==> config.mk <==
export PLATFORM = sky130hd
export DESIGN_NAME = handle_remote_shift
export DESIGN_NICKNAME = d
export VERILOG_FILES = /design/src/rtl/handle_remote_shift.sv
export SDC_FILE = /design/constraint.sdc
export NUM_CORES = 1
export LEC_CHECK = 0
export ABC_CLOCK_PERIOD_IN_PS = 7360
export CORE_MARGIN = 10
export CORE_UTILIZATION = 34
export CTS_CLUSTER_DIAMETER = 30
export DETAILED_ROUTE_END_ITERATION = 10
export PLACE_DENSITY = 0.73
export SYNTH_ARGS = -nofsm -noshare
export SYNTH_HDL_FRONTEND = slang
export SYNTH_SLANG_ARGS = --single-unit
==> constraint.sdc <==
create_clock -name clk -period 7.36 [get_ports clk]
set_input_delay 2.208 -clock clk [delete_from_list [all_inputs] [get_ports clk]]
set_output_delay 2.208 -clock clk [all_outputs]
set_load 0.02 [all_outputs]
==> src/rtl/handle_remote_shift.sv <==
// Applies an opponent's card-run shift to the local table map by walking the
// run through the map RAM one read/write pair at a time.
module handle_remote_shift #(
  parameter int          PLAYER     = 0,
  parameter int          COLS       = 18,
  parameter logic [3:0]  MSG_SHIFT  = 4'd3,
  parameter logic [5:0]  EMPTY_CARD = 6'd54
) (
  input  logic       clk,
  input  logic       rst,
  input  logic       interboard_rst,
  input  logic       interboard_en,
  input  logic [3:0] interboard_msg_type,
  input  logic       interboard_move_dir,
  input  logic [4:0] interboard_block_x,
  input  logic [2:0] interboard_block_y,
  input  logic [5:0] interboard_card,
  input  logic [2:0] interboard_sel_len,
  output logic [4:0] map_rd_x,
  output logic [2:0] map_rd_y,
  input  logic [5:0] map_rd_data,
  output logic       map_wr_en,
  output logic [4:0] map_wr_x,
  output logic [2:0] map_wr_y,
  output logic [5:0] map_wr_data,
  output logic       busy,
  output logic       remote_shift_done,
  output logic       remote_shift_err,
  output logic [4:0] remote_sel_x
);

  typedef enum logic [2:0] {
    S_IDLE, S_READ, S_WAIT, S_WRITE, S_CLEAR, S_DONE
  } state_t;

  state_t     state_q, state_d;
  logic       dir_q, dir_d;
  logic [4:0] x_q, x_d;
  logic [2:0] y_q, y_d;
  logic [2:0] len_q, len_d;
  logic [5:0] card_q, card_d;
  logic [2:0] idx_q, idx_d;
  logic       err_q, err_d;
  logic [4:0] sel_x_q, sel_x_d;

  logic       accept;
  logic       bad_msg;
  logic       last_card;
  logic [5:0] end6;
  logic [5:0] rd6;
  logic [5:0] wr6;
  logic [5:0] clr6;
  logic       unused_ok;

  // The card code travels with the message but plays no part in addressing.
  assign unused_ok = ^{card_q, 1'(PLAYER)};

  assign accept    = interboard_en && (interboard_msg_type == MSG_SHIFT);
  assign end6      = {1'b0, interboard_block_x} + {3'b000, interboard_sel_len};
  assign bad_msg   = (interboard_sel_len == 3'd0) ||
                     (interboard_move_dir && (end6 > 6'(COLS - 1))) ||
                     (!interboard_move_dir && (interboard_block_x == 5'd0));
  assign last_card = dir_q ? (idx_q == 3'd0) : (idx_q == len_q - 3'd1);
  assign rd6       = {1'b0, x_q} + {3'b000, idx_q};
  assign wr6       = dir_q ? rd6 + 6'd1 : rd6 - 6'd1;
  assign clr6      = dir_q ? {1'b0, x_q} : {1'b0, x_q} + {3'b000, len_q} - 6'd1;

  always_ff @(posedge clk or posedge rst) begin
    if (rst) begin
      state_q <= S_IDLE;
      dir_q   <= 1'b0;
      x_q     <= '0;
      y_q     <= '0;
      len_q   <= '0;
      card_q  <= '0;
      idx_q   <= '0;
      err_q   <= 1'b0;
      sel_x_q <= '0;
    end else begin
      state_q <= state_d;
      dir_q   <= dir_d;
      x_q     <= x_d;
      y_q     <= y_d;
      len_q   <= len_d;
      card_q  <= card_d;
      idx_q   <= idx_d;
      err_q   <= err_d;
      sel_x_q <= sel_x_d;
    end
  end

  always_comb begin
    state_d = state_q;
    dir_d   = dir_q;
    x_d     = x_q;
    y_d     = y_q;
    len_d   = len_q;
    card_d  = card_q;
    idx_d   = idx_q;
    err_d   = 1'b0;
    sel_x_d = sel_x_q;

    // A second shift request while walking is dropped but reported.
    if (accept && (state_q != S_IDLE)) err_d = 1'b1;

    case (state_q)
      S_IDLE: begin
        if (accept) begin
          dir_d  = interboard_move_dir;
          x_d    = interboard_block_x;
          y_d    = interboard_block_y;
          len_d  = interboard_sel_len;
          card_d = interboard_card;
          if (bad_msg) begin
            err_d = 1'b1;
          end else begin
            state_d = S_READ;
            idx_d   = interboard_move_dir ? interboard_sel_len - 3'd1 : 3'd0;
          end
        end
      end
      S_READ:  state_d = S_WAIT;
      S_WAIT:  state_d = S_WRITE;
      S_WRITE: begin
        if (last_card) begin
          state_d = S_CLEAR;
        end else begin
          idx_d   = dir_q ? idx_q - 3'd1 : idx_q + 3'd1;
          state_d = S_READ;
        end
      end
      S_CLEAR: begin
        state_d = S_DONE;
        sel_x_d = dir_q ? x_q + 5'd1 : x_q - 5'd1;
      end
      S_DONE:  state_d = S_IDLE;
      default: state_d = S_IDLE;
    endcase

    if (interboard_rst) begin
      state_d = S_IDLE;
      dir_d   = 1'b0;
      x_d     = '0;
      y_d     = '0;
      len_d   = '0;
      card_d  = '0;
      idx_d   = '0;
      err_d   = 1'b0;
      sel_x_d = '0;
    end
  end

  always_comb begin
    map_rd_x          = '0;
    map_rd_y          = '0;
    map_wr_en         = 1'b0;
    map_wr_x          = '0;
    map_wr_y          = '0;
    map_wr_data       = '0;
    busy              = (state_q != S_IDLE);
    remote_shift_done = (state_q == S_DONE);
    remote_shift_err  = err_q;
    remote_sel_x      = sel_x_q;

    // The read address stays put through WRITE so the RAM data is stable.
    if ((state_q == S_READ) || (state_q == S_WAIT) || (state_q == S_WRITE)) begin
      map_rd_x = rd6[4:0];
      map_rd_y = y_q;
    end
    if (state_q == S_WRITE) begin
      map_wr_en   = 1'b1;
      map_wr_x    = wr6[4:0];
      map_wr_y    = y_q;
      map_wr_data = map_rd_data;
    end else if (state_q == S_CLEAR) begin
      map_wr_en   = 1'b1;
      map_wr_x    = clr6[4:0];
      map_wr_y    = y_q;
      map_wr_data = EMPTY_CARD;
    end
  end

endmodule

# After elaboration in Yosys (flattened, before gate mapping)

Index checks and enable logic that the tools add are counted.

Bits of input ports: 32
Register bits after elaboration: 24
Word-level logic and storage cells: 97

Add/sub/neg operators: 12
Reductions and logical operators: 21
Equal/unequal tests: 10
Mux-type cells: 45
Magnitude comparators: 1

Operators by type and width:

| kind                                                | number |
|---|---|
| 2-to-1 mux 3 bit                                    | 19 |
| 2-to-1 mux 5 bit                                    | 11 |
| one-hot mux 3 bit (5 select lines)                  | 1 |
| subtractor 5 x 1 -> 5 bit (second input constant)   | 3 |
| 2-to-1 mux 6 bit                                    | 2 |
| 2-to-1 mux 1 bit                                    | 11 |
| adder 5 x 1 -> 5 bit (second input constant)        | 2 |
| adder 5 x 3 -> 5 bit                                | 2 |
| logical NOT 3 bit                                   | 3 |
| != test 3 bit (second input constant)               | 3 |
| subtractor 3 x 1 -> 3 bit (second input constant)   | 3 |
| adder 5 x 3 -> 6 bit                                | 1 |
| == test 3 x 2 -> 1 bit (second input constant)      | 2 |
| == test 3 bit (second input constant)               | 2 |
| > comparator 6 x 5 -> 1 bit (second input constant) | 1 |
| one-hot mux 3 bit (2 select lines)                  | 1 |
| nonzero test 2 bit                                  | 3 |
| nonzero test 3 bit                                  | 2 |
| logical NOT 5 bit                                   | 1 |
| == test 4 x 2 -> 1 bit (second input constant)      | 1 |
| logical AND 1 bit                                   | 4 |
| logical OR 1 bit                                    | 4 |
| AND reduction 2 bit                                 | 2 |
| AND reduction 4 bit                                 | 1 |
| 4 further kinds                                     | 4 |

# Longest topological paths before layout

Depth in word-level cells: 9
Mapped depth: 10
Gate-level depth less buffers: 10

# Worst setup path after synthesis

No wires, ideal clock.

Path type: input to output
Start: in map_rd_data[0]
End: out map_wr_data[0]
Slack: 2.734 ns
Cell stages on the path: 1
Arrival time: 2.418 ns
Buffers on the path: 0
Data required time: 5.152 ns
Path through: and2_1

Word-level cells in the longest chain between the ends: 1

Ends and longest elaborated chain:

| element          | line | text |
|---|---|---|
| start, declared  | 21   | `input logic [5:0] map_rd_data,` |
| 2-to-1 mux 6 bit | 170  | `if (state_q == S_WRITE) begin` |
| end, declared    | 25   | `output logic [5:0] map_wr_data,` |

No other way between the ends.

# Worst setup path after layout

Start: in map_rd_data[2]
End: out map_wr_data[2]

The elaborated chain is that of the path after synthesis.

==> summary.log <==
INFO  clock_network  cts-root-buf=clkbuf_8
INFO  floorplan      fp.dieArea=9990µm²
INFO  sta            slew_violations=0
INFO  synthesis      syn-instance-count=252
INFO  placed_design  gp_routability_congestion=0.860
INFO  routing        initialDrtViolationCount=100
INFO  sta            timing.clock.skew=0.00283ns
INFO  synthesis      yosys.cell_types.count=42
INFO  global_route   grt_pass1_vias=2059
INFO  floorplan      floorplan.initialDensity=34.6%
INFO  hold_path      timing.hold.worst.class=reg2reg
INFO  synthesis      synth_area_leaders=dfrtp_1 28%, ha_1 12%, nor2_1 5.7%, fa_1 5.5%, a21oi_1 4.8%
INFO  setup_path     setup.worst_path.end_class=output port
INFO  final_layout   final_cell_area=2840µm²
INFO  setup_path     critical_path_class=in2out
INFO  global_route   globalRouteOverflowTotal=0
INFO  placed_design  buffer_ports.inserted=56
INFO  routing        post-route-drc-count=0
INFO  final_layout   nets=359
INFO  sta            min_period=5.63ns
INFO  power          leakage=0.00139µW
INFO  setup_path     critical_path_arrival=3.42ns
INFO  sta            fin_hold_ws=0.525ns
INFO  final_layout   fillerInstances=624
INFO  global_route   grt_use_met1=14.0%
INFO  global_route   busiest_layer=met2
INFO  synthesis      yosys_warnings=0
INFO  sta            setup_total_negative_slack=0ns
INFO  clock_network  cts.path.max_buffers=2
INFO  clock_network  clock_latency=0.27ns
INFO  global_route   grt_max_degree=27
INFO  power          vdd_drop_max=0.0000824V
INFO  placed_design  place.detailed.instances=372
INFO  routing        totalWireLength=5.63mm
INFO  synthesis      synthesis.area_per_instance=8.62µm²
INFO  clock_network  ctsHtreeMaxLevel=1
INFO  synthesis      synth-async-reset-ratio=100%
INFO  clock_network  post_cts_resized=0
INFO  global_route   global_route_wire_length_before_repair=9.65mm
INFO  global_route   met3_layer_usage_reported_by_global_route=2.20%
INFO  clock_network  clk_pin_slew=0.09ns
INFO  setup_path     crit_fanout=1
INFO  sta            number_of_hold_violations_in_the_final_report=0
INFO  routing        avgRoutedWirePerCell=15.0µm
INFO  final_layout   syn_to_final_growth=30.6%
INFO  clock_network  clkSinkCount=24
INFO  clock_network  tritoncts=yes
INFO  clock_network  postCtsSetupRepairBufs=0
INFO  outcome        status=complete, no violations
INFO  routing        route.detailed.vias_per_inst=5.01
INFO  synthesis      seq_area_frac_synth=27.6%
INFO  sta            timing.slew.headroom=36.7%
INFO  sta            setup_violations=0
INFO  final_layout   layout.cells.non_filler=376
INFO  synthesis      synth.cell_area=2170µm²
INFO  routing        detailedRoute.firstPassIterationCount=4
INFO  floorplan      placeableCoreArea=6280µm²
INFO  synthesis      synth-edff-count=0
INFO  synthesis      yosys.area.top_type_share=27.6%
INFO  clock_network  postCtsHoldBufs=0
INFO  floorplan      core.rowCount=29
INFO  sta            grt_setup_unrepaired=no
INFO  floorplan      die-width=99.9µm
INFO  placed_design  placedInstanceArea=2770µm²
INFO  floorplan      fp.dieH=99.9µm
INFO  setup_path     worst_ep_required_time=5.15ns
INFO  placed_design  dpl.hpwl=4.61mm
INFO  routing        detail-route-antenna-nets=0
INFO  routing        detailroute.via_count=1885
INFO  synthesis      synth_top_area_cell=dfrtp_1
INFO  synthesis      ys_dominant_reg_cell=dfrtp_1
INFO  sta            final_worst_path_period_share=76.5%
INFO  sta            tightestPinTransition=0.946ns
INFO  synthesis      mappedNetlistNets=311
INFO  global_route   grt_util_all_layers=11.5%
INFO  clock_network  cts_inserted_buffers=3
INFO  final_layout   drive_above_1_share=3.34%
INFO  power          cellPowerDensity=139nW/µm²
INFO  setup_path     start_kind=primary input
INFO  global_route   number_of_antenna_violations_at_the_first_check_in_global_routing=0
INFO  sta            fmax=0.178GHz
INFO  global_route   globalRouteMet2Util=19.7%
INFO  synthesis      yosys_register_bits=24
INFO  setup_path     slack_of_the_worst_reg_to_reg_path=4.96ns
INFO  floorplan      boundaryPins=63
INFO  power          total_power=396µW
INFO  job            cap_violations=0
INFO  final_layout   antenna_cells_inserted=0
## report_power, final
| group | switching, µW | internal [µW] |
|---|---|---|
| logic | 67.4 | 65.6 |
| clock network | 42.8 | 72.7 |
| registers | 10.0 | 137 |
| total | 120 | 275 |
## critical path, stage by stage
cell	delay [ns]
clkdlybuf4s50_1	0.46
nand2_1	0.04
nand2_1	0.09
clkdlybuf4s50_1	0.62
## placed cells by master (no fill, tap or decap), types with 2 or more instances in the layout
cell             instances
clkdlybuf4s50_1         56
nor2_1                  33
dfrtp_1                 24
nand2_1                 21
inv_1                   21
a21oi_1                 21
ha_1                    21
and2_1                  12
xnor2_1                 11
mux2i_1                 10
a21o_1                   9
xor2_1                   8
fa_1                     6
nor3_1                   5
o22ai_1                  4
nand3b_1                 4
o21ai_0                  3
nor2b_1                  3
clkbuf_8                 3
o41ai_2                  2
mux2_1                   2
## registers in the layout, summed over array words and instances (netlist names)
register and count:
idx_q 3, remote_shift_err 1, len_q 3, remote_sel_x 5, state_q 3, x_q 5
y_q 3, dir_q 1
## worst paths after layout
check | start | endpoint | cells past startpoint
max in group asynchronous | rst | x_q[2] | 2
min in group asynchronous | rst | y_q[2] | 2
worst max-delay path | map_rd_data[2] | map_wr_data[2] | 4
worst max register to register | dir_q | remote_sel_x[3] | 8
worst min-delay path | remote_sel_x[2] | remote_sel_x[2] | 2
worst min register to register | remote_sel_x[2] | remote_sel_x[2] | 2
## cells in the mapped netlist (2+ instances only)
library cell / count
nand2_1: 21
o21ai_0: 3
mux2_1: 2
nand3b_1: 4
dfrtp_1: 24
nor2b_1: 3
xor2_1: 8
clkbuf_1: 8
a21o_1: 9
o41ai_2: 2
inv_1: 21
and2_1: 12
o22ai_1: 4
xnor2_1: 11
mux2i_1: 10
fa_1: 6
nor3_1: 5
a21oi_1: 21
nor2_1: 33
buf_2: 3
ha_1: 21
## stage by stage
| stage | worst slack [ns] | utilization, % |
|---|---|---|
| 2_1_floorplan | 2.73 | - |
| 3_3_place_gp | 1.73 | 44.1 |
| 3_5_place_dp | 1.72 | 44.1 |
| 4_1_cts | 1.71 | 45.2 |
| 5_1_grt | 1.67 | 45.2 |
| 6_report | 1.73 | 45.2 |
## cell families after synthesis
family,count (synthesis),share of synthesized area (%)
XOR/XNOR,20,8.70
AO/OA/AOI/OAI,46,14.1
adder cells (fa/ha/maj),27,17.6
buffers and inverters,34,6.57
multiplexers,12,5.65
flip-flops,24,27.6
AND/OR/NAND/NOR,89,19.7
## layer usage
layer	up-vias	routed length (µm)
li1	939	-
met1	896	2520
met2	46	2790
met3	4	252
met4	0	71
met5	-	0
## final cells by class
class / instances / area (µm²) / share of cell area (%)
multi-input combinational: 194 / 1430 / 50.4
sequential: 24 / 601 / 21.2
timing repair buffer: 56 / 561 / 19.8
tap: 77 / 96.3 / 3.40
inverter: 21 / 78.8 / 2.78
clock buffer: 3 / 41.3 / 1.46
clock inverter: 1 / 30.0 / 1.06
(Power assumes the default switching activity.)
==> variant 1, RTL diff (same settings) <==
`COLS`: 18 -> 13.
--- a/src/rtl/handle_remote_shift.sv
+++ b/src/rtl/handle_remote_shift.sv
@@ -2,7 +2,7 @@
 // run through the map RAM one read/write pair at a time.
 module handle_remote_shift #(
   parameter int          PLAYER     = 0,
-  parameter int          COLS       = 18,
+  parameter int          COLS       = 13,
   parameter logic [3:0]  MSG_SHIFT  = 4'd3,
   parameter logic [5:0]  EMPTY_CARD = 6'd54
 ) (
Behaviour: not the same (Yosys sat finds a counterexample within 4 cycles, from zero or initial values and one cycle with rst high).
==> variant 1 against the original RTL <==
Critical path depth unchanged; combinational power decreased by 48%; non-clock buffer count unchanged; area after synthesis increased by 1.3%; wire length decreased by 2.9%; sequential cell count unchanged; sequential share of layout area decreased by 0.24 points; power decreased by 18%; worst hold slack improved by 0.0027 ns; setup slack improved by 0.0017 ns; final area increased by 1.1%; clock skew about the same; largest cell class unchanged.
==> variant 1: results (changes against the original RTL) <==
{| class="wikitable"
! Metric !! Value
|-
| Final routed wirelength across all metal layers || 5470 um (-2.9%)
|-
| Worst reg-to-reg setup slack || 5.02 ns (+0.06 ns)
|-
| Area post-placement || 0.00280 sq mm (+1.2%)
|-
| Met3 wire length || 260 um (+3.2%)
|-
| Share of synthesized cell area in full adder, half adder and majority cells || 17.4% (-0.22 points)
|-
| Post-Synth XOR/XNOR Area || 8.59% (-0.11 points)
|-
| Global-route wire length before repair || 9790 um (+1.4%)
|-
| Number of cells in the design after placement || 367 (-1.3%)
|-
| Leakage || 1.31 nW (-5.5%)
|-
| DP HPWL || 4490 um (-2.6%)
|-
| Length of routed met2 wiring || 2620 um (-6.1%)
|-
| Synth Area in Compound Gates || 14.9% (+0.79 points)
|-
| Netlist cell types || 48 (+14%)
|-
| Worst-case reg-to-reg path depth || 7 (-1)
|-
| Post-Route M1 WL || 2530 um (+0.40%)
|-
| Layout cells sized above 1 || 4.42% (+1.1 points)
|-
| Number of inserted filler cells in the final layout || 628 (+0.64%)
|-
| Multiplexer area fraction after synthesis || 6.37% (+0.73 points)
|-
| Result of the run || complete, no violations
|-
| Setup Skew || 0.00245 ns (-0.000383 ns)
|-
| Overall track demand over capacity in global routing || 11.4% (-0.092 points)
|-
| Vias in the first global route || 2041 (-0.87%)
|-
| Post-synthesis sequential area ratio || 27.3% (-0.35 points)
|-
| FF-to-FF End || remote_sel_x[4]
|-
| Buffer depth of the longest clock path || 2 (unchanged)
|-
| Worst hold slack || 0.527 ns (+0.00268 ns)
|-
| Start point of the critical path || map_rd_data[5]
|-
| Worst relative slew slack || 37.9% (+1.2 points)
|-
| Largest net degree at the start of global routing || 25 (-7.4%)
|-
| Resize count post-CTS || 0 (unchanged)
|-
| First DRT Iteration DRCs || 110 (+10%)
|-
| Via Count || 1870 (-0.80%)
|-
| Skew-Pair Late Insertion Delay || 0.27 ns (about the same)
|-
| Syn Nets || 305 (-1.9%)
|-
| Number of nets in the finished design || 354 (-1.4%)
|-
| Fin cells || 371 (-1.3%)
|-
| Average size of a mapped cell || 8.94 sq um (+3.7%)
|}
[variant 1: cells by family (layout without fill, tap and decap cells)]
logic type	after synthesis	count (layout)
AND/OR/NAND/NOR	82	82
buffers and inverters	31	79
flip-flops	24	24
adder cells (fa/ha/maj)	27	27
AO/OA/AOI/OAI	48	48
XOR/XNOR	20	20
multiplexers	14	14
[variant 1: how the worst max path moves through the flow]
| stage | cells past startpoint | endpoint |
|---|---|---|
| floorplan | 1 | map_wr_data[0] |
| global placement | 4 | map_wr_data[1] |
| detailed placement | 4 | map_wr_data[1] |
| CTS | 4 | map_wr_data[5] |
| global route | 4 | map_wr_data[4] |
| finish | 4 | map_wr_data[5] |
[variant 1: area by class of cell]
cell class | count | area, sq um | share of cell area (%)
Multi-Input combinational cell | 191 | 1470 | 51.2
Sequential cell | 24 | 601 | 20.9
Inverter | 19 | 71.3 | 2.49
Tap cell | 77 | 96.3 | 3.36
Clock inverter | 1 | 30.0 | 1.05
Clock buffer | 3 | 41.3 | 1.44
Timing Repair Buffer | 56 | 561 | 19.5
[variant 1: power by group]
part	leakage [nW]	total (mW)	switching (mW)	internal, mW
clock network	0.0357	0.117	0.0440	0.0727
registers	0.334	0.138	0.00395	0.134
logic	0.941	0.0690	0.0336	0.0354
[variant 1: through the flow]
stage	total power [mW]	util [%]	worst slack [ns]
after floorplan	0.183	-	2.73
after global placement	0.208	44.3	1.74
after detailed placement	0.210	44.3	1.73
after CTS	0.327	45.4	1.73
after global routing	0.341	45.4	1.66
final	0.323	45.4	1.73
[variant 1: worst max-delay path, cell delays in order]
cell and delay, ns:
sky130_fd_sc_hd__clkdlybuf4s50_1 0.46, sky130_fd_sc_hd__nand2_1 0.05, sky130_fd_sc_hd__nand2_1 0.08, sky130_fd_sc_hd__clkdlybuf4s50_1 0.63
[variant 1: metal layers]
metal  track usage [%]  vias to the layer above
li1                  -                      938
met1              14.3                      887
met2              19.7                       39
met3              2.13                        6
met4              2.50                        0
met5                 0                        -
==> variant 2, RTL diff (same flow settings) <==
Made on the original files. Reset style: synchronous (`rst`), changed in one clocked block.
--- a/src/rtl/handle_remote_shift.sv
+++ b/src/rtl/handle_remote_shift.sv
@@ -65,7 +65,7 @@
   assign wr6       = dir_q ? rd6 + 6'd1 : rd6 - 6'd1;
   assign clr6      = dir_q ? {1'b0, x_q} : {1'b0, x_q} + {3'b000, len_q} - 6'd1;
 
-  always_ff @(posedge clk or posedge rst) begin
+  always_ff @(posedge clk) begin
     if (rst) begin
       state_q <= S_IDLE;
       dir_q   <= 1'b0;
Behaviour: differs if rst is asserted again (counterexample within 4 cycles, from zero or initial values and one cycle with rst high); with rst held inactive, the same outputs for 10 cycles.
==> variant 2 against the original RTL <==
Sequential cell count is the same; global-route usage is 0.90 points lower; worst hold slack lost 0.067 ns; core utilization is 0.84 points higher; area after synthesis is 5.5% lower; critical path type unchanged; fmax is essentially flat; setup slack improved by 0.0051 ns; final area is 4.5% lower; wire length down 8.5%.
Power is not compared: it rests on default switching activity, and its combinational part moved more than twofold at a synthesized area within 25%.
==> variant 2: results (changes against the original RTL) <==
{| class="wikitable"
! Metric !! Value
|-
| DP HPWL || 4290 um (-7.0%)
|-
| Global-route wire length before repair || 8850 um (-8.4%)
|-
| Worst reg-to-reg setup slack || 4.98 ns (+0.02 ns)
|-
| Setup Skew || 0.00361 ns (+0.000774 ns)
|-
| Most used standard cells in the synthesized netlist || 31 x sky130_fd_sc_hd__nor2_1, 24 x sky130_fd_sc_hd__dfxtp_1, 22 x sky130_fd_sc_hd__inv_1
|-
| Netlist cell types || 37 (-12%)
|-
| Layout cells sized above 1 || 3.62% (+0.27 points)
|-
| Global routing usage on met3 || 2.84% (+0.65 points)
|-
| Post-synthesis sequential area ratio || 23.4% (-4.2 points)
|-
| Routed wirelength normalized by instance count || 13.6 um (-9.2%)
|-
| Share of synthesized registers carrying an async set or reset || 0% (-100 points)
|-
| Via density per instance || 4.90 (-2.3%)
|-
| Met2 track utilization from global routing || 19.5% (-0.14 points)
|-
| Worst-case reg-to-reg path depth || 5 (-3)
|-
| FF-to-FF End || idx_q[2]
|-
| Routing usage on met1 || 12.2% (-1.8 points)
|-
| Result of the run || complete, no violations
|-
| Overall track demand over capacity in global routing || 10.6% (-0.90 points)
|-
| Largest net degree at the start of global routing || 25 (-7.4%)
|-
| Worst relative slew slack || 48.4% (+12 points)
|-
| First DRT Iteration DRCs || 73 (-27%)
|-
| Final weighted congestion in routability-driven placement || 0.860 (about the same)
|-
| Endpoint with the worst hold slack || remote_sel_x[3]
|-
| Worst hold start || remote_sel_x[3]
|-
| Number of nets in the finished design || 364 (+1.4%)
|-
| Ranking of synthesized cells by area || sky130_fd_sc_hd__dfxtp_1 23%, sky130_fd_sc_hd__ha_1 13%, sky130_fd_sc_hd__fa_1 5.9%, sky130_fd_sc_hd__nor2_1 5.7%, sky130_fd_sc_hd__xnor2_1 5.5%
|-
| Vias in the first global route || 1866 (-9.4%)
|-
| Number of inserted filler cells in the final layout || 592 (-5.1%)
|-
| RR Startpoint || state_q[0]
|}
==> variant 2: layer usage <==
layer / wire (um) / share of wire, %
met1: 2320 / 45
met2: 2590 / 50
met3: 201 / 3.9
met4: 38 / 0.74
met5: 0 / 0
==> variant 2: worst max-delay path by stage <==
stage,depth (start not counted),start,end
2_1_floorplan,1,map_rd_data[0],map_wr_data[0]
3_3_place_gp,4,map_rd_data[2],map_wr_data[2]
3_5_place_dp,4,map_rd_data[2],map_wr_data[2]
4_1_cts,4,map_rd_data[5],map_wr_data[5]
5_1_grt,4,map_rd_data[5],map_wr_data[5]
6_report,4,map_rd_data[4],map_wr_data[4]
==> variant 2: per-stage QoR <==
stage	hold slack [ns]	utilization, %	setup slack, ns	instances
after floorplan	0.454	-	2.73	256
after global placement	0.440	45.1	1.74	375
after detailed placement	0.448	45.1	1.73	375
after CTS	0.460	46.0	1.72	379
after global routing	0.501	46.0	1.69	379
final	0.458	46.0	1.74	379
==> variant 2: cell families after synthesis <==
kind of cell               Yosys count  share of synthesized area, %
and+or+nand+nor                     91                          21.9
adders and majority gates           27                          18.6
buffers and inverters               34                          6.64
xor gates and xnor gates            20                          8.53
muxes                               10                          4.88
AOI/OAI and AO/OA                   50                          16.0
DFF                                 24                          23.4
==> variant 2: layout make-up <==
cell class | instances | share of cell area, %
Inverter | 22 | 3.05
Tap cell | 75 | 3.46
Clock buffer | 4 | 2.03
Timing Repair Buffer | 56 | 20.7
Sequential cell | 24 | 17.7
Multi-Input combinational cell | 198 | 53.0
==> variant 2: where the power goes <==
group	internal, mW	leakage [nW]	switching (mW)	total [mW]
registers	0.130	0.193	0.000751	0.131
logic	0.0232	0.926	0.0177	0.0409
clock network	0.0477	0.0288	0.0389	0.0866
total	0.201	1.15	0.0574	0.258
==> variant 2: worst min-delay path: stages, from the launching register on <==
cell,delay [ns]
sky130_fd_sc_hd__dfxtp_1,0.31
sky130_fd_sc_hd__nand2_1,0.05
sky130_fd_sc_hd__a21oi_1,0.05
